### src/rtl/pc_sequencer_pkg.sv
// Shared definitions for the PC sequencer: PC width, reset address,
// FSM state encodings and the branch displacement helper.
package pc_sequencer_pkg;

    localparam int unsigned PC_W = 16;

    localparam logic [PC_W-1:0] DEFAULT_RESET_PC = 16'h0000;

    typedef enum logic [2:0] {
        ST_FETCH    = 3'd0,
        ST_WAIT_ACK = 3'd1,
        ST_DECODE   = 3'd2,
        ST_EXEC     = 3'd3,
        ST_HALTED   = 3'd4,
        ST_FAULT    = 3'd5
    } state_e;

    // Word offset to byte displacement. Only the low 14 offset bits survive
    // the shift into a 16-bit address space, so the sign bits above them
    // cannot change the wrapped result.
    function automatic logic [PC_W-1:0] branch_disp(input logic [13:0] word_off);
        return {word_off, 2'b00};
    endfunction

endpackage

### src/rtl/pc_next_calc.sv
// Combinational next-PC selection: jr, j/jal, taken branch or sequential.
// Also flags a misaligned register jump target. No state, so it can be
// reused by a pipelined fetch unit.
module pc_next_calc
    import pc_sequencer_pkg::*;
(
    input  logic [PC_W-1:0] pc,
    input  logic            Jump,
    input  logic            JumpFromReg,
    input  logic            Branch,
    input  logic            Zero,
    input  logic [25:0]     JumpOffset,
    input  logic [15:0]     BranchOffset,
    input  logic [PC_W-1:0] ReadData1,
    output logic [PC_W-1:0] next_pc,
    output logic            misalign
);

    logic [PC_W-1:0] seq_pc_s;
    logic            unused_bits_s;

    assign seq_pc_s = pc + 16'd4;

    // Jump target bits above [13:0] and branch offset bits above [13:0]
    // shift out of the 16-bit address space.
    assign unused_bits_s = ^{JumpOffset[25:14], BranchOffset[15:14]};

    // Priority select of the next PC; jr target alignment is checked here.
    always_comb begin
        next_pc  = seq_pc_s;
        misalign = 1'b0;
        if (Jump && JumpFromReg) begin
            next_pc  = ReadData1;
            misalign = (ReadData1[1:0] != 2'b00);
        end else if (Jump) begin
            next_pc = {JumpOffset[13:0], 2'b00};
        end else if (Branch && Zero) begin
            next_pc = seq_pc_s + branch_disp(BranchOffset[13:0]);
        end else begin
            next_pc = seq_pc_s;
        end
    end

endmodule

### src/rtl/pc_sequencer.sv
// Multicycle instruction sequencer: owns the PC, runs the fetch handshake
// with instruction memory, and commits the next PC when execution ends.
module pc_sequencer
    import pc_sequencer_pkg::*;
#(
    parameter logic [PC_W-1:0] RESET_PC    = DEFAULT_RESET_PC,
    parameter int unsigned     ACK_TIMEOUT = 255
) (
    input  logic            clk,
    input  logic            reset,
    output logic            imem_req,
    output logic [PC_W-1:0] imem_addr,
    input  logic            imem_ack,
    output logic            instr_valid,
    input  logic            exec_done,
    input  logic            Jump,
    input  logic            JumpFromReg,
    input  logic            Branch,
    input  logic            Zero,
    input  logic [25:0]     JumpOffset,
    input  logic [15:0]     BranchOffset,
    input  logic [PC_W-1:0] ReadData1,
    input  logic            halt,
    output logic [PC_W-1:0] pc,
    output logic [PC_W-1:0] pc_plus4,
    output logic            fault,
    output logic [2:0]      state_o
);

    // Last counter value allowed in WAIT_ACK before giving up.
    localparam logic [15:0] ACK_LAST = 16'(ACK_TIMEOUT - 32'd1);

    state_e          state_r;
    state_e          state_nxt_s;
    logic [PC_W-1:0] pc_r;
    logic [PC_W-1:0] pc_nxt_s;
    logic [15:0]     cnt_r;
    logic [15:0]     cnt_nxt_s;
    logic            imem_req_r;
    logic            instr_valid_r;
    logic            fault_r;
    logic [PC_W-1:0] calc_pc_s;
    logic            calc_misalign_s;

    pc_next_calc u_pc_next_calc (
        .pc           (pc_r),
        .Jump         (Jump),
        .JumpFromReg  (JumpFromReg),
        .Branch       (Branch),
        .Zero         (Zero),
        .JumpOffset   (JumpOffset),
        .BranchOffset (BranchOffset),
        .ReadData1    (ReadData1),
        .next_pc      (calc_pc_s),
        .misalign     (calc_misalign_s)
    );

    // Next-state, next-PC and timeout counter decisions.
    always_comb begin
        state_nxt_s = state_r;
        pc_nxt_s    = pc_r;
        cnt_nxt_s   = cnt_r;
        case (state_r)
            ST_FETCH: begin
                state_nxt_s = ST_WAIT_ACK;
                cnt_nxt_s   = 16'd0;
            end
            ST_WAIT_ACK: begin
                if (imem_ack) begin
                    state_nxt_s = ST_DECODE;
                end else if (cnt_r == ACK_LAST) begin
                    state_nxt_s = ST_FAULT;
                end else begin
                    cnt_nxt_s = cnt_r + 16'd1;
                end
            end
            ST_DECODE: begin
                state_nxt_s = ST_EXEC;
            end
            ST_EXEC: begin
                if (!exec_done) begin
                    state_nxt_s = ST_EXEC;
                end else if (halt) begin
                    state_nxt_s = ST_HALTED;
                end else if (calc_misalign_s) begin
                    state_nxt_s = ST_FAULT;
                end else begin
                    state_nxt_s = ST_FETCH;
                    pc_nxt_s    = calc_pc_s;
                end
            end
            ST_HALTED: begin
                state_nxt_s = ST_HALTED;
            end
            ST_FAULT: begin
                state_nxt_s = ST_FAULT;
            end
            default: begin
                // Unreachable encodings park in FAULT.
                state_nxt_s = ST_FAULT;
            end
        endcase
    end

    // State, PC, counter and registered outputs decoded from the next state.
    always_ff @(posedge clk) begin
        if (reset) begin
            state_r       <= ST_FETCH;
            pc_r          <= RESET_PC;
            cnt_r         <= 16'd0;
            imem_req_r    <= 1'b0;
            instr_valid_r <= 1'b0;
            fault_r       <= 1'b0;
        end else begin
            state_r       <= state_nxt_s;
            pc_r          <= pc_nxt_s;
            cnt_r         <= cnt_nxt_s;
            imem_req_r    <= (state_nxt_s == ST_FETCH) || (state_nxt_s == ST_WAIT_ACK);
            instr_valid_r <= (state_nxt_s == ST_DECODE);
            fault_r       <= (state_nxt_s == ST_FAULT);
        end
    end

    assign imem_req    = imem_req_r;
    assign imem_addr   = pc_r;
    assign instr_valid = instr_valid_r;
    assign fault       = fault_r;
    assign pc          = pc_r;
    assign pc_plus4    = pc_r + 16'd4;
    assign state_o     = state_r;

endmodule

### config.mk
export PLATFORM = sky130hd
export DESIGN_NAME = pc_sequencer
export DESIGN_NICKNAME = d
export VERILOG_FILES = /design/src/rtl/pc_sequencer_pkg.sv /design/src/rtl/pc_next_calc.sv /design/src/rtl/pc_sequencer.sv
export SDC_FILE = /design/constraint.sdc
export NUM_CORES = 1
export LEC_CHECK = 0
export ABC_AREA = 0
export BUFFER_PORTS_ARGS = -buffer_cell sky130_fd_sc_hd__buf_2
export CORE_UTILIZATION = 45
export DETAILED_ROUTE_END_ITERATION = 12
export GPL_ROUTABILITY_DRIVEN = 1
export HOLD_SLACK_MARGIN = 0.03
export PLACE_DENSITY = 0.82
export SETUP_SLACK_MARGIN = 0.1
export SYNTH_ARGS = -nofsm -noshare
export SYNTH_HDL_FRONTEND = slang
export SYNTH_SLANG_ARGS = --single-unit
### constraint.sdc
create_clock -name clk -period 2.64 [get_ports clk]
set_clock_uncertainty 0.1 [all_clocks]
set_input_delay 0.132 -clock clk [delete_from_list [all_inputs] [get_ports clk]]
set_output_delay 0.132 -clock clk [all_outputs]
set_load 0.005 [all_outputs]
Yosys cells after proc, flatten, opt, wreduce, memory -nomap -nowiden
Index checks and enable logic that the tools add are counted.

word-level totals
  flip-flop bits (word level) = 38
  latch bits = 0
  bits in writable memories = 0
  bits in read-only memories = 0
  input port bits = 67
  output and inout port bits = 54
  word-level logic and storage cells = 43
  memories = 0

cells by class
  add/sub/neg operators = 3
  multipliers = 0
  div/mod/pow operators = 0
  order comparisons = 0
  eq/ne operators = 10
  shifts and indexed selects = 0
  mux-type cells = 13
  bitwise gates (word level) = 2
  reductions and logical operators = 9

operator list
  kind                                             count
  two-way mux 16 bit                               5
  one-hot mux 16 bit (2 select lines)              1
  adder 16 x 1 -> 16 bit (second input constant)   1
  adder 16 bit                                     1
  adder 16 x 3 -> 16 bit (second input constant)   1
  == test 16 x 8 -> 1 bit (second input constant)  1
  two-way mux 3 bit                                5
  one-hot mux 3 bit (5 select lines)               1
  == test 3 x 2 -> 1 bit (second input constant)   3
  == test 3 x 1 -> 1 bit (second input constant)   2
  == test 3 bit (second input constant)            2
  logical NOT 3 bit                                2
  != test 2 bit (second input constant)            2
  AND reduction 4 bit                              1
  nonzero test 2 bit                               2
  AND reduction 3 bit                              1
  logical AND 1 bit                                2
  NOT 1 bit                                        2
  logical OR 1 bit                                 1
  two-way mux 1 bit                                1

Longest topological paths before layout
  word-level depth = 8
  gate-level depth with buffers = 12
  mapped depth without buffers = 12

Modules after synthesis
A second synthesis with hierarchy kept.

unflattened totals
  cells, all modules = 448
  area total of the unflattened synthesis = 3,477.1 um^2

modules (own cells, without submodules)
  module        times used  cells an instance  area each (um^2)  seq. area each (um^2)
  pc_sequencer  1           255                2,114.5           760.7
  pc_next_calc  1           193                1,362.6           0.0

Worst setup path after synthesis
Ideal clock, no wire load.

  kind = register to register
  start point = register pc_r[2], in the netlist imem_addr[2]
  end point = register pc_r[15], in the netlist imem_addr[15]
  library setup time = 0.062 ns
  arrival = 2.864 ns
  data required time = 2.478 ns
  setup slack = -0.387 ns
  stages on the path, launching flop included = 13
  buffers on the path = 1
  clock period less this slack = 3.027 ns
  path through = dfxtp_1 ha_1 and4_1 nand4_1 xnor2_1 ha_1 clkbuf_1 a21oi_1 o21ai_0 a221oi_1 o31ai_1 o32a_1 nand3_1

between the ends
  longest elaborated chain between the ends = 5

ends and longest elaborated chain
  item                    RTL line             text
  from (decl)             pc_sequencer.sv:35   logic [PC_W-1:0] pc_r;
  from (signal assigned)  pc_sequencer.sv:116  pc_r <= pc_nxt_s;
  adder 16 x 3 -> 16 bit  --
  net pc_plus4[10]        pc_sequencer.sv:25   output logic [PC_W-1:0] pc_plus4,
  adder 16 bit            pc_next_calc.sv:38   next_pc = seq_pc_s + branch_disp(BranchOffset[13:0]);
  two-way mux 16 bit      pc_next_calc.sv:37   end else if (Branch && Zero) begin
  two-way mux 16 bit      pc_next_calc.sv:35   end else if (Jump) begin
  two-way mux 16 bit      pc_next_calc.sv:32   if (Jump && JumpFromReg) begin

The timed path passes the listed nets, and every way through them passes these cells.
A chain may end at the register's enable or synchronous reset.

Worst setup path in the final report
  start point = register pc_r[3], in the netlist imem_addr[3]
  end point = register pc_r[15], in the netlist imem_addr[15]

between the ends
  longest elaborated chain between the ends = 5

ends and longest elaborated chain
  item                        RTL line            text
  adder 16 x 3 -> 16 bit (*)  pc_next_calc.sv:22  assign seq_pc_s = pc + 16'd4;
  adder 16 bit                pc_next_calc.sv:38
  two-way mux 16 bit (*)      pc_next_calc.sv:37
  two-way mux 16 bit (*)      pc_next_calc.sv:35
  two-way mux 16 bit (*)      pc_next_calc.sv:32

Every way passes the cells marked *; elsewhere a longest branch is shown, timed or not.

==> impl_metrics.json <==
{
  "outcome": "finished with violations",
  "violations": "negative setup slack",
  "yosysWarningCount": 0,
  "timing.critical_path.required_ps": 2770,
  "cts.clk_slew.worst_paths_ps": 80,
  "dr.pass1.iters": 4,
  "drv_cap": 0,
  "die_x_um": 85.6,
  "setup_violations": 3,
  "dpl_worst_slack_ps": -90.2,
  "rsz0062_at_grt": "true",
  "postSynthAreaPerCell_um2": 7.82,
  "core_region_area_um2": 6760,
  "gr-total-overflow": 0,
  "worstSetupPathType": "register to register",
  "clock_tree.htree_level_count": 2,
  "ios": 121,
  "cts-root-to-sink-buffers": 2,
  "portBuffers": 106,
  "routedWlPerCell_um": 17.1,
  "n_fill_cell": 495,
  "drc": 0,
  "tritoncts_num_sinks": 38,
  "sw_frac_of_total_pct": 28.9,
  "n_antenna_cell": 0,
  "yosys_register_bits": 38,
  "register_area_um2": 772,
  "total_track_usage_pct": 25.4,
  "internal_power_mw": 0.955,
  "tritoncts.num_buffers": 5,
  "peak_freq_mhz": 361,
  "drt-vias-per-instance": 5.97,
  "num_vias": 3782,
  "synth_flop_cell": "dfxtp_1",
  "synth_largest_type_area_fraction_pct": 24.2,
  "max_slew.worst_pin.slew_ps": 688,
  "time_the_final_worst_path_needs_with_i_o_delays_and_setup_ps": 2770,
  "cts.hold.buffers_added": 0,
  "mappedNetlistNets": 490,
  "design.die.area_um2": 7320,
  "synth_cells": 402,
  "peakVddDrop_v": 0.000204,
  "place_hpwl_um": 7000,
  "gp_congestion": 0.878,
  "worstPathArrival_ps": 2910,
  "power_per_cell_area_nw_per_um2": 288,
  "power_frac_comb_pct": 22.0,
  "post-place-cells": 603,
  "critical_path.endpoint_type": "register",
  "synth_enable_flop_cells": 0,
  "clockPowerShare_pct": 34.1,
  "drive_above_1_share_pct": 44.1,
  "first_global_vias": 3336,
  "min_period_over_period_pct": 105,
  "postRouteWirelength_um": 10800,
  "core.rowCount": 30,
  "synth_largest_area_cell": "dfxtp_1",
  "antenna_left": 0,
  "worst_slack_ps": -133,
  "clock_insertion_delay_worst_skew_ps": 290,
  "grt_pass1_wl_um": 15000,
  "timing.max_slew.rel_slack_pct": 54.0,
  "non_filler_instance_count_after_layout": 633,
  "initial_utilization_pct": 46.5,
  "min_path_type": "input pin to register",
  "mappedNetlistArea_um2": 3140,
  "power.switching_mw": 0.387,
  "grt_max_degree": 32,
  "cts.root.buffer_cell": "clkbuf_8",
  "antenna_found_initial": 0,
  "finalHoldViolCount": 0,
  "ys_top_cells_by_area": "dfxtp_1, ha_1, xnor2_1, a21oi_1, buf_4",
  "multiInputGateArea_um2": 2510,
  "synth.distinct_cells": 56,
  "drt-initial-drc-count": 217,
  "critical_path.startpoint_type": "register",
  "power.leakage_nw": 2.14,
  "syn2layout_area_growth_pct": 48.1,
  "floorplan.die.height_um": 85.6,
  "nets": 640,
  "drv_slew": 0,
  "seq_power_share_pct": 43.9,
  "ys_async_sr_fraction_pct": 0,
  "seq_area_frac_synth_pct": 24.2,
  "critical_path.max_fanout": 4,
  "tritoncts": "yes"
}
[worst max-delay path, stage by stage (launching register included)]
cell	delay [ps]
dfxtp_4	380
ha_4	140
and4_4	220
nand4_1	150
nor2_1	200
xor2_1	260
ha_1	330
nand4_1	120
inv_1	70
a221oi_2	230
o31ai_1	140
o32a_1	310
nand3_1	80
[area by class of cell]
| cell class | instances | share of cell area, % |
|---|---|---|
| timing repair buffer | 180 | 24.2 |
| multi-input combinational | 316 | 53.9 |
| clock inverter | 2 | 0.215 |
| sequential | 38 | 16.6 |
| tap | 80 | 2.15 |
| inverter | 11 | 0.887 |
| clock buffer | 6 | 2.02 |
[per-layer routing]
layer	vias up	part of all wire (%)	track usage, %
li1	1758	-	-
met1	1783	41	32.6
met2	195	49	42.7
met3	46	6.8	4.14
met4	0	3.9	9.70
met5	-	0	0
[registers in the layout, summed over array words and instances (netlist names)]
register	cells
cnt_r	16
imem_addr	16
state_o	3
fault	1
imem_req	1
instr_valid	1
[placed cells by master, fill, tap and decap left out, types with 4 or more instances in the layout]
cell type and n:
buf_2 106, buf_4 63, dfxtp_1 35, nor2_1 31, nand2_1 29, a21oi_1 23
nand3_1 17, xnor2_1 16, o21ai_0 15, mux2i_1 12, ha_1 12, nand4_1 11
buf_6 11, inv_1 10, nor4_1 9, nor3_1 9, a21oi_2 9, ha_4 8
a211oi_1 7, xor2_1 6, o211ai_1 6, a21o_1 6, or3_1 5, and3_1 5
a31oi_1 5, and2_1 5, clkbuf_8 5, o21ai_1 4
[timing repair]
item	4_1_cts	5_1_grt
endpoints found under the hold margin	0	0
gates resized for setup	16	56
buffers inserted	9	14
pin swaps	18	36
gates cloned	0	0
endpoints found under the setup margin	6	8
[synth_stat cells, types with 2 or more instances]
cell type	instances
a211oi_1	9
a21o_1	6
a21oi_1	32
a221o_1	2
a31oi_1	6
a32o_1	2
and2_1	5
and3_1	5
and4_1	2
buf_1	3
buf_2	4
buf_4	18
clkbuf_1	10
dfxtp_1	38
ha_1	20
inv_1	11
mux2_2	2
mux2i_1	12
nand2_1	33
nand2b_1	2
nand3_1	21
nand4_1	11
nor2_1	32
nor2b_1	3
nor3_1	12
nor4_1	9
nor4b_1	4
o211ai_1	6
o21a_1	3
o21ai_0	19
o31ai_1	2
o41ai_1	2
or3_1	5
xnor2_1	20
xor2_1	10
[through the flow]
stage | area, um^2 | hold WS, ps | TNS, ps | total power, mW | utilization [%]
global placement | 3990 | 374 | -161 | 0.845 | 59.0
detailed placement | 3990 | 385 | -342 | 0.849 | 59.0
finish | 4660 | 105 | -165 | 1.34 | 68.9
global route | 4660 | 137 | -887 | 1.40 | 68.9
CTS | 4250 | 100 | -92.4 | 1.30 | 62.9
floorplan | 3190 | 266 | -83.5 | 0.749 | -
[cell families (layout without fill, tap and decap cells)]
group	count (synthesis)	after routing	synth area share, %
simple gates	152	152	25.4
fa+ha+maj	21	21	8.60
buf+inv	48	199	8.64
flops	38	38	24.2
compound gates	99	99	20.3
xor+xnor	30	30	8.36
mux	14	14	4.54
[power groups by stage]
stage	Clock (mW)	Combinational, mW	Sequential [mW]
after detailed placement	0	0.246	0.603
after global placement	0	0.241	0.603
after global routing	0.492	0.319	0.591
final	0.457	0.295	0.589
after floorplan	0	0.147	0.601
after CTS	0.458	0.255	0.590
[worst paths after layout]
kind	cells after the start	end	slack, ps	start
min reg2reg	2	cnt_r[15]	400	cnt_r[15]
min	3	state_o[1]	110	exec_done
max reg2reg	12	imem_addr[15]	-130	imem_addr[3]
max	12	imem_addr[15]	-130	imem_addr[3]
Power figures use the tool's default switching activity.
